$ cat config.mk
export PLATFORM = sky130hd
export DESIGN_NAME = mole_cmd_queue
export DESIGN_NICKNAME = d
export VERILOG_FILES = /design/src/rtl/mole_cmd_queue.sv
export SDC_FILE = /design/constraint.sdc
export NUM_CORES = 1
export LEC_CHECK = 0
export ABC_AREA = 1
export CORE_MARGIN = 5
export CORE_UTILIZATION = 30
export DETAILED_ROUTE_END_ITERATION = 12
export HOLD_SLACK_MARGIN = 0.03
export PLACE_DENSITY = 0.44
export SETUP_SLACK_MARGIN = 0.5
export SLEW_MARGIN = 40
export SYNTH_ARGS = -nofsm -noshare
export SYNTH_HDL_FRONTEND = slang
export SYNTH_SLANG_ARGS = --single-unit
$ cat constraint.sdc
create_clock -name i_clk -period 3.65 [get_ports i_clk]
set_clock_uncertainty 0.2 [all_clocks]
set_input_delay 0.9125 -clock i_clk [delete_from_list [all_inputs] [get_ports i_clk]]
set_output_delay 0.9125 -clock i_clk [all_outputs]
set_load 0.03 [all_outputs]
$ cat src/rtl/mole_cmd_queue.sv
// ---------------------------------------------------------------------------
// mole_cmd_queue
//
// Command decoder and queue between the UART byte receiver and the mole game
// controller. Raw rx bytes become typed game commands: hole hits 'A'..'P',
// start 'S' and abort 'X'. Repeated hits on one hole inside a holdoff window
// are suppressed. Commands are buffered in a small register FIFO and offered
// on a valid/ready interface. Everything runs on the UART clock.
//
// Pipeline:
//   edge 1  decode register (class + index of the strobed byte)
//   edge 2  holdoff filter and FIFO write
//
// Optional feature macro:
//   MOLE_CMD_LOWERCASE_EN  when defined, 'a'..'p', 's', 'x' decode the same
//                          as their uppercase forms; otherwise lowercase
//                          bytes are out of set and discarded.
//
// Parameters:
//   FIFO_DEPTH   command FIFO entries, power of two, 2..16
//   HOLDOFF_CYC  cycles during which a repeat hit on the same hole is ignored
//
// Ports:
//   i_clk         system clock
//   i_rst         asynchronous reset, active-high
//   i_rx_data     received byte, valid while i_rx_data_en = 1
//   i_rx_data_en  one-cycle strobe per received byte
//   o_cmd_valid   FIFO head holds a command
//   i_cmd_ready   consumer accepts head when o_cmd_valid & i_cmd_ready
//   o_cmd_type    0 = HIT, 1 = START, 2 = ABORT
//   o_cmd_idx     hole index 0..15 for HIT, 0 otherwise
//   o_fifo_level  number of queued commands
//   o_drop_cnt    commands lost to FIFO overflow, saturating at 255
// ---------------------------------------------------------------------------
module mole_cmd_queue #(
    parameter int FIFO_DEPTH  = 4,
    parameter int HOLDOFF_CYC = 2_500_000
) (
    input  logic                          i_clk,
    input  logic                          i_rst,
    input  logic [7:0]                    i_rx_data,
    input  logic                          i_rx_data_en,
    output logic                          o_cmd_valid,
    input  logic                          i_cmd_ready,
    output logic [1:0]                    o_cmd_type,
    output logic [3:0]                    o_cmd_idx,
    output logic [$clog2(FIFO_DEPTH):0]   o_fifo_level,
    output logic [7:0]                    o_drop_cnt
);

    localparam int AW = $clog2(FIFO_DEPTH);
    localparam int LW = AW + 1;

    localparam logic [1:0] TYPE_HIT   = 2'd0;
    localparam logic [1:0] TYPE_START = 2'd1;
    localparam logic [1:0] TYPE_ABORT = 2'd2;

    // Decode
    logic [7:0]  w_folded;
    logic        w_dec_valid;
    logic [1:0]  w_dec_type;
    logic [3:0]  w_dec_idx;

    // Stage 1 register
    logic        r_s1_valid;
    logic [1:0]  r_s1_type;
    logic [3:0]  r_s1_idx;

    // Holdoff state
    logic [31:0] r_hold_cnt;
    logic [3:0]  r_last_idx;

    // FIFO state
    logic [5:0]    r_mem [FIFO_DEPTH];
    logic [AW-1:0] r_wr_ptr;
    logic [AW-1:0] r_rd_ptr;
    logic [LW-1:0] r_level;
    logic [7:0]    r_drop_cnt;

    logic w_repeat;
    logic w_push;
    logic w_pop;
    logic w_full;
    logic w_write;
    logic w_drop;
    logic w_valid;

    // Classify the incoming byte. Lowercase letters are folded onto uppercase
    // only when the lowercase feature is built in. Hole index for 'A'..'P'
    // is the low nibble minus one ('A' = 0x41 -> 0, 'P' = 0x50 -> 15).
    always_comb begin
        w_folded = i_rx_data;
`ifdef MOLE_CMD_LOWERCASE_EN
        if (i_rx_data >= 8'h61 && i_rx_data <= 8'h7A) begin
            w_folded = i_rx_data - 8'h20;
        end
`else
`endif
        w_dec_valid = 1'b0;
        w_dec_type  = TYPE_HIT;
        w_dec_idx   = 4'd0;
        if (i_rx_data_en) begin
            if (w_folded >= 8'h41 && w_folded <= 8'h50) begin
                w_dec_valid = 1'b1;
                w_dec_idx   = w_folded[3:0] - 4'd1;
            end else if (w_folded == 8'h53) begin
                w_dec_valid = 1'b1;
                w_dec_type  = TYPE_START;
            end else if (w_folded == 8'h58) begin
                w_dec_valid = 1'b1;
                w_dec_type  = TYPE_ABORT;
            end
        end
    end

    // Stage 1: capture the decoded command; out-of-set bytes leave no trace.
    always_ff @(posedge i_clk or posedge i_rst) begin
        if (i_rst) begin
            r_s1_valid <= 1'b0;
            r_s1_type  <= TYPE_HIT;
            r_s1_idx   <= 4'd0;
        end else begin
            r_s1_valid <= w_dec_valid;
            r_s1_type  <= w_dec_type;
            r_s1_idx   <= w_dec_idx;
        end
    end

    // A hit is a repeat only if it names the remembered hole while the
    // holdoff window is still open; START/ABORT are never filtered.
    assign w_repeat = r_s1_valid && (r_s1_type == TYPE_HIT) &&
                      (r_s1_idx == r_last_idx) && (r_hold_cnt != 32'd0);
    assign w_push   = r_s1_valid && !w_repeat;

    assign w_valid  = (r_level != '0);
    assign w_pop    = w_valid && i_cmd_ready;
    assign w_full   = (r_level == LW'(FIFO_DEPTH));
    // When full, a simultaneous pop frees the slot the push needs.
    assign w_write  = w_push && (!w_full || w_pop);
    assign w_drop   = w_push && w_full && !w_pop;

    // Holdoff window: an accepted hit opens it and remembers the hole,
    // START/ABORT close it, otherwise it counts down to zero.
    always_ff @(posedge i_clk or posedge i_rst) begin
        if (i_rst) begin
            r_hold_cnt <= 32'd0;
            r_last_idx <= 4'd0;
        end else if (w_push && (r_s1_type == TYPE_HIT)) begin
            r_hold_cnt <= 32'(HOLDOFF_CYC);
            r_last_idx <= r_s1_idx;
        end else if (w_push) begin
            r_hold_cnt <= 32'd0;
        end else if (r_hold_cnt != 32'd0) begin
            r_hold_cnt <= r_hold_cnt - 32'd1;
        end
    end

    // FIFO storage needs no reset: the head is masked while the FIFO is empty.
    always_ff @(posedge i_clk) begin
        if (w_write) begin
            r_mem[r_wr_ptr] <= {r_s1_type, r_s1_idx};
        end
    end

    // Pointers wrap naturally because the depth is a power of two; the level
    // counter carries one extra bit to represent a completely full FIFO.
    always_ff @(posedge i_clk or posedge i_rst) begin
        if (i_rst) begin
            r_wr_ptr   <= '0;
            r_rd_ptr   <= '0;
            r_level    <= '0;
            r_drop_cnt <= 8'd0;
        end else begin
            if (w_write) begin
                r_wr_ptr <= r_wr_ptr + AW'(1);
            end
            if (w_pop) begin
                r_rd_ptr <= r_rd_ptr + AW'(1);
            end
            if (w_write && !w_pop) begin
                r_level <= r_level + LW'(1);
            end else if (!w_write && w_pop) begin
                r_level <= r_level - LW'(1);
            end
            if (w_drop && (r_drop_cnt != 8'hFF)) begin
                r_drop_cnt <= r_drop_cnt + 8'd1;
            end
        end
    end

    assign o_cmd_valid  = w_valid;
    assign o_cmd_type   = w_valid ? r_mem[r_rd_ptr][5:4] : TYPE_HIT;
    assign o_cmd_idx    = w_valid ? r_mem[r_rd_ptr][3:0] : 4'd0;
    assign o_fifo_level = r_level;
    assign o_drop_cnt   = r_drop_cnt;

endmodule

==> reports/qor.csv, run 1 <==
stage,metric,value,unit
floorplanning,core_area,14500,sq um
grt,grt_start_max_net_pins,32,
synthesis,yosysMostFrequentCell,nand2_1,
timing,tns,0,ns
pwr,p_int,2.00,mW
pwr,p_per_area,625,nW/um^2
critical_path,critical_path_class,register to output pin,
grt,grt_pass1_wl,17.4,mm
placed_design,hpwl,7.47,mm
synthesis,synth_edf_count,24,
routing,vias_per_cell,4.54,
floorplanning,fp-row-count,44,
critical_path,critPathLaunchType,register,
cells_and_area,fill_cells,1500,
critical_path,cp.required,2.54,ns
routing,vias,3467,
critical_path,r2r_start,r_hold_cnt[0]$_DFFE_PP0P_,
cts,clock_latency,0.35,ns
cts,path_clk_slew,0.07,ns
min_path,worstHoldPathCells,2,
critical_path,cp_slowest_cell,dfrtp_1,
floorplanning,ioPinCount,30,
status,outcome,"finished, final reports clean",
pwr,p_comb_share,34.8,%
critical_path,critPathTopFamily,buffers and inverters,
timing,fmax,0.335,GHz
synthesis,ys_types,34,
routing,wl_per_cell,13.5,um
pwr,fin_total_pwr,3.28,mW
cts,htreeDepth,3,
pwr,power_leakage,2.49,nW
routing,ant_nets,0,
synthesis,syn_inst,539,
synthesis,synth_common_cells,"119 x nand2_1, 106 x nor2_1, 58 x dfrtp_1, 57 x inv_1, 31 x nand3_1",
synthesis,yosysSeqAreaShare,49.2,%
timing,maxSlewViolCount,0,
cts,numCtsBuffers,9,
routing,firstDrtPassIters,4,
cts,clock_sinks,82,
synthesis,synthesis.nets,562,
timing,rsz0062_at_grt,false,
timing,worst_pin_slew,0.801,ns
pwr,worst_ir_drop_vdd,207,uV
timing,timing.final.hold_violations,0,
synthesis,ys_seq_elements,82,
critical_path,path_max_fanout,7,
grt,antenna_found_initial,0,
critical_path,path_cells,"inv_1, nor2_1, o21ai_0, a21oi_1, dlygate4sd2_1",
floorplanning,die_h,131,um
timing,whs,0.270,ns
min_path,min_to,r_last_idx[0]$_DFFE_PP0N_,
cts,root_buffer,clkbuf_16,
critical_path,r2r_end,o_fifo_level[2]$_DFFE_PP0P_,
cts,clk_path_buf_depth,2,
cells_and_area,num_antenna_cells,0,
timing,maxSlewHeadroom,46.4,%
placed_design,portBuffers,29,
cells_and_area,area_growth,18.6,%
floorplanning,design.die.area,17300,sq um
pwr,netSwitchingFraction,39.0,%
job,maxCapViolCount,0,
synthesis,yosys_warnings,0,
placed_design,place_area,4910,sq um
timing,fin_crit_sh,81.8,%
grt,overflow,0,
placed_design,place.gp.congestion,0.883,
routing,drc,0,
cts,cts_hold_buf,0,
pwr,p_sw,1.28,mW
synthesis,synth_top_area_share,32.8,%
pwr,pwr-share-clk,26.2,%
routing,drtIter0Drc,158,
cells_and_area,fin_nets,597,
cts,cts_tree,built,
critical_path,endpoint_kind,output pin,
pwr,sequentialPowerShare,39.0,%
critical_path,cp_data_arrival_time,1.87,ns
synthesis,synth_area,4420,sq um
critical_path,slowest_delay,0.49,ns
timing,period_needed,2.99,ns
synthesis,syn_avg_cell_area,8.20,sq um
grt,track_usage,12.4,%
synthesis,synth-async-reset-ratio,70.7,%
min_path,hold_class,register to register,
synthesis,yosysTopAreaCell,dfrtp_1,
cells_and_area,finalInstanceArea,5240,sq um
cells_and_area,layout-drive-gt1-share,7.94,%
timing,setup_viol,0,
grt,grt_pass1_vias,3549,
routing,wirelength,10.3,mm
floorplanning,dieWidth,131,um
critical_path,worst-r2r-setup-slack,0.79,ns
cells_and_area,fin_cells,763,
floorplanning,initial_core_util,30.5,%
placed_design,place_inst,744,
min_path,min_from,r_last_idx[0]$_DFFE_PP0N_,
synthesis,ys_top_cells_by_area,"dfrtp_1 33%, edfxtp_1 16%, nand2_1 10%",
critical_path,r2r_cells,17,
synthesis,ys.flop_type,dfrtp_1,
critical_path,path_buf_inv,2,
==> power groups by stage <==
stage	Sequential [mW]	Clock (mW)	Combinational, mW
final	1.28	0.859	1.14
after global routing	1.30	0.925	1.30
after CTS	1.28	0.892	1.14
after detailed placement	1.30	0	1.12
after global placement	1.30	0	1.11
after floorplan	1.27	0	0.788
==> layout make-up <==
type | instances | area [sq um] | area share [%]
sequential | 82 | 2170 | 41.5
multi-input combinational | 380 | 1960 | 37.4
timing repair buffer | 34 | 345 | 6.59
inverter | 67 | 255 | 4.87
tap | 184 | 230 | 4.39
clock buffer | 10 | 229 | 4.37
clock inverter | 6 | 47.5 | 0.907
==> layout by cell type (no fill, tap or decap), drive strengths merged <==
master	netlist	routed
o21bai	1	1
a41oi	1	1
a21oi	10	10
nand3b	1	1
clkinvlp	0	3
o21ai	19	19
dfrtp	58	58
nor2	112	112
inv	66	68
nor3	6	6
buf	6	5
edfxtp	24	24
ha	10	10
dlygate4sd2	0	6
nand3	34	34
xor2	22	22
o21a	1	1
mux2	1	1
xnor2	13	13
nand2	122	122
fa	1	1
clkbuf	4	10
clkinv	1	2
or2	1	1
and3	6	6
clkdlybuf4s50	0	23
nand4	19	19
==> worst register-to-register path, stage by stage, from the launching register on <==
cell and delay [ns]:
dfrtp_1 0.37, inv_1 0.13, ha_4 0.19, nand2_2 0.10
nor2_4 0.17, nand2_1 0.08, nor2_2 0.16, inv_2 0.09
nand2_8 0.15, nand3_4 0.12, inv_1 0.08, ha_1 0.13
inv_1 0.06, fa_1 0.38, nor2_1 0.11, nor2_1 0.04
nand2_1 0.06, xor2_1 0.16
==> how the worst max path moves through the flow <==
stage / cells after the start / endpoint / from / slack [ns]
6_report: 5 / o_cmd_idx[0] / r_rd_ptr[1]$_DFFE_PP0N_ / 0.66
5_1_grt: 17 / o_fifo_level[2]$_DFFE_PP0P_ / r_hold_cnt[0]$_DFFE_PP0P_ / 0.53
4_1_cts: 17 / o_fifo_level[2]$_DFFE_PP0P_ / r_hold_cnt[0]$_DFFE_PP0P_ / 0.63
3_5_place_dp: 9 / o_fifo_level[1]$_DFFE_PP0P_ / i_cmd_ready / 0.54
3_3_place_gp: 9 / o_fifo_level[1]$_DFFE_PP0P_ / i_cmd_ready / 0.60
2_1_floorplan: 4 / o_cmd_idx[0] / o_fifo_level[0]$_DFFE_PP0P_ / 0.95
==> state kept, by name (all words and copies together) (netlist names) <==
name,cells
r_last_idx,4
r_s1_valid,1
r_wr_ptr,2
r_s1_type,2
r_s1_idx,4
o_drop_cnt,8
o_fifo_level,3
r_mem,24
r_hold_cnt,32
r_rd_ptr,2
==> logic make-up (layout without fill, tap and decap cells) <==
| logic type | after synthesis | after routing | synth area share (%) |
|---|---|---|---|
| compound gates | 32 | 32 | 3.82 |
| xor+xnor | 35 | 35 | 6.94 |
| fa+ha+maj | 11 | 11 | 3.28 |
| buf+inv | 77 | 117 | 6.91 |
| flops | 82 | 82 | 49.2 |
| mux | 1 | 1 | 0.255 |
| simple gates | 301 | 301 | 29.6 |
==> timing repair <==
| item | 4_1_cts | 5_1_grt |
|---|---|---|
| endpoints found under the setup margin | 6 | 2 |
| buffers inserted | 3 | 0 |
| resized for setup | 8 | 3 |
==> per-layer routing <==
metal	global-route usage (%)	wire, um	up-vias
li1	-	-	1778
met1	16.5	5140	1624
met2	19.5	4670	49
met4	4.80	214	0
met5	0	0	-
met3	3.21	270	16
==> stage by stage <==
stage | setup slack (ns) | util, %
finish | 0.664 | 36.2
global placement | 0.602 | 33.9
floorplan | 0.945 | -
CTS | 0.631 | 36.1
global route | 0.526 | 36.2
detailed placement | 0.543 | 33.9
Power figures use the tool's default switching activity.
==> inputs of run 2 (changes only) <==
Settings changed: PLACE_DENSITY 0.44 to 0.46.
Clock period 3.65 ns to 2.7 ns, I/O delays scaled along.
==> run 2 against run 1 <==
Compared with the run above:
- sequential cell count stayed put
- non-clock buffer count up 61
- routed wire length up 11%
- largest power group is now combinational cells
- critical endpoint is now o_fifo_level[1]$_DFFE_PP0P_
- largest cell class is now multi-input gates
- die area is the same
- highest routed layer unchanged
- core utilization grew 5.3 points
- critical path depth up 8
- clock power rose by 34%
- register-to-register slack got worse by 0.54 ns
- hold slack improved by 0.012 ns
- final area grew 15%
==> reports/qor.csv, run 2 (synthesis gave the netlist of run 1 again) <==
stage,metric,value,unit
floorplanning,design.die.area,17300,sq um
grt,track_usage,13.2,%
routing,vias,3800,
critical_path,path_cells,"nor2_2, nand2_2, nor2_4, nand2_2, nor2_4, inv_4, nand2_8, nand3_4, inv_2, ha_4, inv_2, fa_2, mux2_2",
critical_path,cp_slowest_cell,dfrtp_1,
cts,root_buffer,clkbuf_16,
status,outcome,"finished, final reports clean",
critical_path,path_max_fanout,4,
placed_design,portBuffers,29,
timing,rsz0062_at_grt,true,
timing,fmax,0.408,GHz
cells_and_area,fill_cells,1448,
cells_and_area,num_antenna_cells,0,
critical_path,cp.required,2.73,ns
placed_design,place_area,5120,sq um
floorplanning,fp-row-count,44,
floorplanning,initial_core_util,30.5,%
placed_design,hpwl,7.75,mm
cts,path_clk_slew,0.06,ns
pwr,power_leakage,2.85,nW
cells_and_area,regArea,2180,sq um
pwr,p_per_area,849,nW/um^2
routing,drtIter0Drc,149,
cells_and_area,layout_common_cells,"112 x nand2_1, 77 x nor2_1, 58 x buf_4",
cts,cts_hold_buf,0,
floorplanning,core_area,14500,sq um
routing,vias_per_cell,4.60,
critical_path,slowest_delay,0.42,ns
floorplanning,dieWidth,131,um
cts,numCtsBuffers,9,
cts,clock_latency,0.34,ns
floorplanning,ioPinCount,30,
timing,period_needed,2.45,ns
critical_path,endpoint_kind,register,
pwr,worst_ir_drop_vdd,363,uV
timing,worst_pin_slew,0.558,ns
routing,drc,0,
floorplanning,die_h,131,um
cells_and_area,multi_input_area,2210,sq um
grt,grt_pass1_vias,3842,
cts,clock_sinks,82,
cells_and_area,fin_nets,660,
critical_path,path_buf_inv,3,
placed_design,place.gp.congestion,0.905,
routing,firstDrtPassIters,4,
grt,overflow,0,
cts,cts_tree,built,
cells_and_area,largest_reg_flops,32,
routing,wl_per_cell,13.9,um
cells_and_area,area_growth,35.9,%
timing,timing.final.hold_violations,0,
grt,grt_start_max_net_pins,24,
routing,wirelength,11.4,mm
routing,ant_nets,0,
cells_and_area,layout-drive-gt1-share,26.6,%
critical_path,critPathLaunchType,register,
min_path,hold_class,register to register,
timing,maxSlewViolCount,0,
cells_and_area,final_common_cell,nand2_1,
placed_design,pre_cts_ws,-0.00223,ns
critical_path,critical_path_class,register to register,
critical_path,cp_data_arrival_time,2.48,ns
cts,htreeDepth,3,
timing,setup_ws,0.250,ns
grt,grt_pass1_wl,18.7,mm
timing,setup_viol,0,
cts,clk_path_buf_depth,2,
grt,antenna_found_initial,0,
cells_and_area,finalInstanceArea,6000,sq um
job,maxCapViolCount,0,
timing,maxSlewHeadroom,62.8,%
timing,fin_crit_sh,90.8,%
critical_path,critPathTopFamily,simple AND/OR/NAND/NOR gates,
cells_and_area,regMostFlops,r_hold_cnt,
==> run 2: cell types whose count changed in the layout (fill, tap and decap cells not counted), moves of 10 or more <==
cell             previous run  this run
buf_4                       3        58
buf_6                       0        10
clkdlybuf4s50_1            23        11
nor2_1                    106        77
nor2_2                      5        22
nor2_4                      1        13
o21ai_0                    15         5
==> run 2: path summary, 6_finish.rpt <==
kind / startpoint / endpoint / slack (ns) / depth (start not counted)
setup / recovery: r_hold_cnt[17]$_DFFE_PP0P_ / o_fifo_level[1]$_DFFE_PP0P_ / 0.25 / 13
hold / removal: r_last_idx[0]$_DFFE_PP0N_ / r_last_idx[0]$_DFFE_PP0N_ / 0.28 / 2
setup reg to reg: r_hold_cnt[17]$_DFFE_PP0P_ / o_fifo_level[1]$_DFFE_PP0P_ / 0.25 / 13
hold reg to reg: r_last_idx[0]$_DFFE_PP0N_ / r_last_idx[0]$_DFFE_PP0N_ / 0.28 / 2
max in group asynchronous: i_rst / r_s1_idx[1]$_DFF_PP0_ / 1.28 / 3
min in group asynchronous: i_rst / o_fifo_level[1]$_DFFE_PP0P_ / 0.53 / 2
==> run 2: metrics by stage <==
step                      power [mW]  setup TNS (ns)  hold slack, ns  cells  util (%)
after global placement          3.34               0           0.255    763      35.4
final                           5.10               0           0.282    826      41.5
after detailed placement        3.37        -0.00223           0.267    763      35.4
after CTS                       4.96               0           0.282    817      40.2
after floorplan                 2.84               0           0.242    539         -
after global routing            5.43               0           0.305    826      41.5
==> run 2: cell type report <==
type	instances	area share, %
sequential	82	36.3
clock buffer	9	3.75
clock inverter	7	0.854
multi-input combinational	382	36.8
timing repair buffer	95	14.0
tap	184	3.83
inverter	67	4.52
==> run 2: power breakdown <==
group          total (mW)  internal, mW  switching [mW]
Sequential           1.74          1.49           0.251
Clock                1.15         0.629           0.523
Combinational        2.20          1.00            1.20
Total                5.10          3.12            1.97
==> run 2: worst reg2reg max path: stages (launching register included) <==
cell and delay [ns]:
dfrtp_1 0.42, nor2_2 0.18, nand2_2 0.10, nor2_4 0.14
nand2_2 0.08, nor2_4 0.15, inv_4 0.06, nand2_8 0.06
nand3_4 0.06, inv_2 0.07, ha_4 0.12, inv_2 0.04
fa_2 0.40, mux2_2 0.26
==> run 2: per-layer routing <==
layer,vias up,track usage [%],wire [um]
met5,-,0,0
met2,55,20.0,5260
met4,0,6.00,259
met1,1808,18.6,5640
met3,22,2.29,277
li1,1915,-,-
==> run 2: what timing repair did <==
item,CTS,global route
resized for setup,83,43
setup endpoints to repair,78,75
pin swaps,18,18
cloned,0,2
setup buffers,38,7
==> inputs of run 3 (changes only) <==
Settings changed: PLACE_DENSITY 0.46 to 0.44.
Clock period 2.7 ns to 3 ns, I/O delays scaled along.
==> run 3 against run 2 <==
Compared with the run above:
- critical path depth fell by 7
- largest cell class is now flip-flops and latches
- setup slack better by 0.28 ns
- die area did not move
- critical path type is now register to output pin
- first-iteration DRC count up 31%
- clock power down 9.6%
- sequential share of layout area up 2.1 points
==> reports/qor.csv, run 3 (synthesis gave the netlist of run 1 again) <==
stage,metric,value,unit
grt,overflow,0,
critical_path,critPathTopFamily,flip-flops,
pwr,sequentialPowerShare,36.3,%
cts,clock_sinks,82,
placed_design,portBuffers,29,
cells_and_area,fin_nets,638,
routing,wirelength,10.7,mm
floorplanning,die_h,131,um
timing,tns,0,ns
cells_and_area,final_util,39.1,%
timing,worst_pin_slew,0.668,ns
grt,grt_pass1_vias,3661,
routing,vias,3706,
cells_and_area,fin_cells,804,
routing,drtIter0Drc,195,
cts,cts_tree,built,
placed_design,pre_cts_ws,0.114,ns
critical_path,cp_data_arrival_time,1.52,ns
pwr,p_per_area,760,nW/um^2
critical_path,path_buf_inv,2,
floorplanning,design.die.area,17300,sq um
critical_path,critPathLaunchType,register,
placed_design,place.gp.congestion,0.865,
cts,clk_path_buf_depth,2,
routing,firstDrtPassIters,7,
critical_path,cp_slowest_cell,dfrtp_2,
placed_design,place_inst,757,
cells_and_area,final_common_cell,nand2_1,
critical_path,critical_path_class,register to output pin,
grt,track_usage,12.9,%
grt,antenna_found_initial,0,
pwr,p_sw,1.66,mW
pwr,power_leakage,2.75,nW
placed_design,hpwl,7.50,mm
timing,setup_ws,0.534,ns
cts,numCtsBuffers,9,
timing,timing.final.hold_violations,0,
cells_and_area,multi_input_area,2060,sq um
floorplanning,dieWidth,131,um
grt,grt_start_max_net_pins,40,
cells_and_area,layout_common_cells,"116 x nand2_1, 87 x nor2_1, 55 x dfrtp_1",
min_path,hold_class,register to register,
routing,drc,0,
cts,htreeDepth,3,
timing,maxSlewHeadroom,55.1,%
cells_and_area,largest_reg_flops,32,
cells_and_area,layout-drive-gt1-share,20.2,%
pwr,p_int,2.64,mW
floorplanning,core_area,14500,sq um
cts,clock_latency,0.35,ns
cts,path_clk_slew,0.07,ns
pwr,worst_ir_drop_vdd,332,uV
cells_and_area,regMostFlops,r_hold_cnt,
pwr,p_comb_share,39.4,%
pwr,pwr-share-clk,24.3,%
cells_and_area,regArea,2180,sq um
critical_path,crit_top_cell,nor2_1,
cells_and_area,num_antenna_cells,0,
timing,fmax,0.405,GHz
cells_and_area,area_growth,28.1,%
grt,grt_pass1_wl,18.2,mm
critical_path,endpoint_kind,output pin,
timing,maxSlewViolCount,0,
routing,vias_per_cell,4.61,
timing,setup_viol,0,
pwr,netSwitchingFraction,38.6,%
timing,period_needed,2.47,ns
critical_path,cp.required,2.05,ns
routing,wl_per_cell,13.4,um
floorplanning,initial_core_util,30.5,%
floorplanning,fp-row-count,44,
timing,rsz0062_at_grt,true,
critical_path,path_max_fanout,8,
cts,root_buffer,clkbuf_16,
floorplanning,ioPinCount,30,
job,maxCapViolCount,0,
routing,ant_nets,0,
cells_and_area,fill_cells,1497,
cts,cts_hold_buf,0,
critical_path,slowest_delay,0.51,ns
status,outcome,"finished, final reports clean",
timing,fin_crit_sh,82.2,%
critical_path,path_cells,"buf_6, nor2_1, nor2_1, o21ai_1, a21oi_1, buf_4",
==> run 3: tightest hold or removal path: stages, from the launching register on <==
cell and delay, ns:
dfrtp_1 0.34, nand2_1 0.05, nand2_1 0.05
==> run 3: repair_timing <==
action	4_1_cts	5_1_grt
setup buffers	20	11
pin swaps	6	17
resized for setup	62	26
setup endpoints to repair	9	11
==> run 3: power by group through the flow <==
stage,Sequential [mW],Clock [mW],Combinational [mW]
after CTS,1.56,1.08,1.62
after global placement,1.57,0,1.42
after floorplan,1.55,0,0.972
after detailed placement,1.57,0,1.43
final,1.56,1.04,1.69
after global routing,1.59,1.13,1.91
==> run 3: final timing paths <==
kind                                               end  slack, ns                        from  cells past startpoint
max                                      o_cmd_type[0]       0.53     r_rd_ptr[0]$_DFFE_PP0N_                      6
min                          r_last_idx[0]$_DFFE_PP0N_       0.27   r_last_idx[0]$_DFFE_PP0N_                      2
max reg2reg                o_fifo_level[1]$_DFFE_PP0P_       0.54  r_hold_cnt[11]$_DFFE_PP0P_                     13
min reg2reg                  r_last_idx[0]$_DFFE_PP0N_       0.27   r_last_idx[0]$_DFFE_PP0N_                      2
max in group asynchronous  o_fifo_level[1]$_DFFE_PP0P_       1.46                       i_rst                      3
min in group asynchronous    o_drop_cnt[3]$_DFFE_PP0P_       0.57                       i_rst                      2
==> run 3: metal layers <==
layer | vias up | wire, um | track usage [%] | part of all wire (%)
li1 | 1860 | - | - | -
met1 | 1757 | 5200 | 17.8 | 48
met2 | 73 | 4840 | 19.4 | 45
met3 | 16 | 453 | 2.91 | 4.2
met4 | 0 | 256 | 6.00 | 2.4
met5 | - | 0 | 0 | 0
==> run 3: per-stage QoR <==
stage / area (sq um) / total power, mW / hold slack, ns
2_1_floorplan: 4450 / 2.52 / 0.242
3_3_place_gp: 5040 / 2.99 / 0.262
3_5_place_dp: 5040 / 3.00 / 0.259
4_1_cts: 5530 / 4.25 / 0.275
5_1_grt: 5660 / 4.63 / 0.303
6_report: 5660 / 4.30 / 0.272
==> run 3: area by class of cell <==
cell class | count | area share [%]
inverters | 67 | 4.60
multi-input cells | 380 | 36.3
repair buffers | 75 | 11.6
well taps | 184 | 4.07
clock inverters | 6 | 0.862
clock buffers | 10 | 4.05
flip-flops and latches | 82 | 38.4
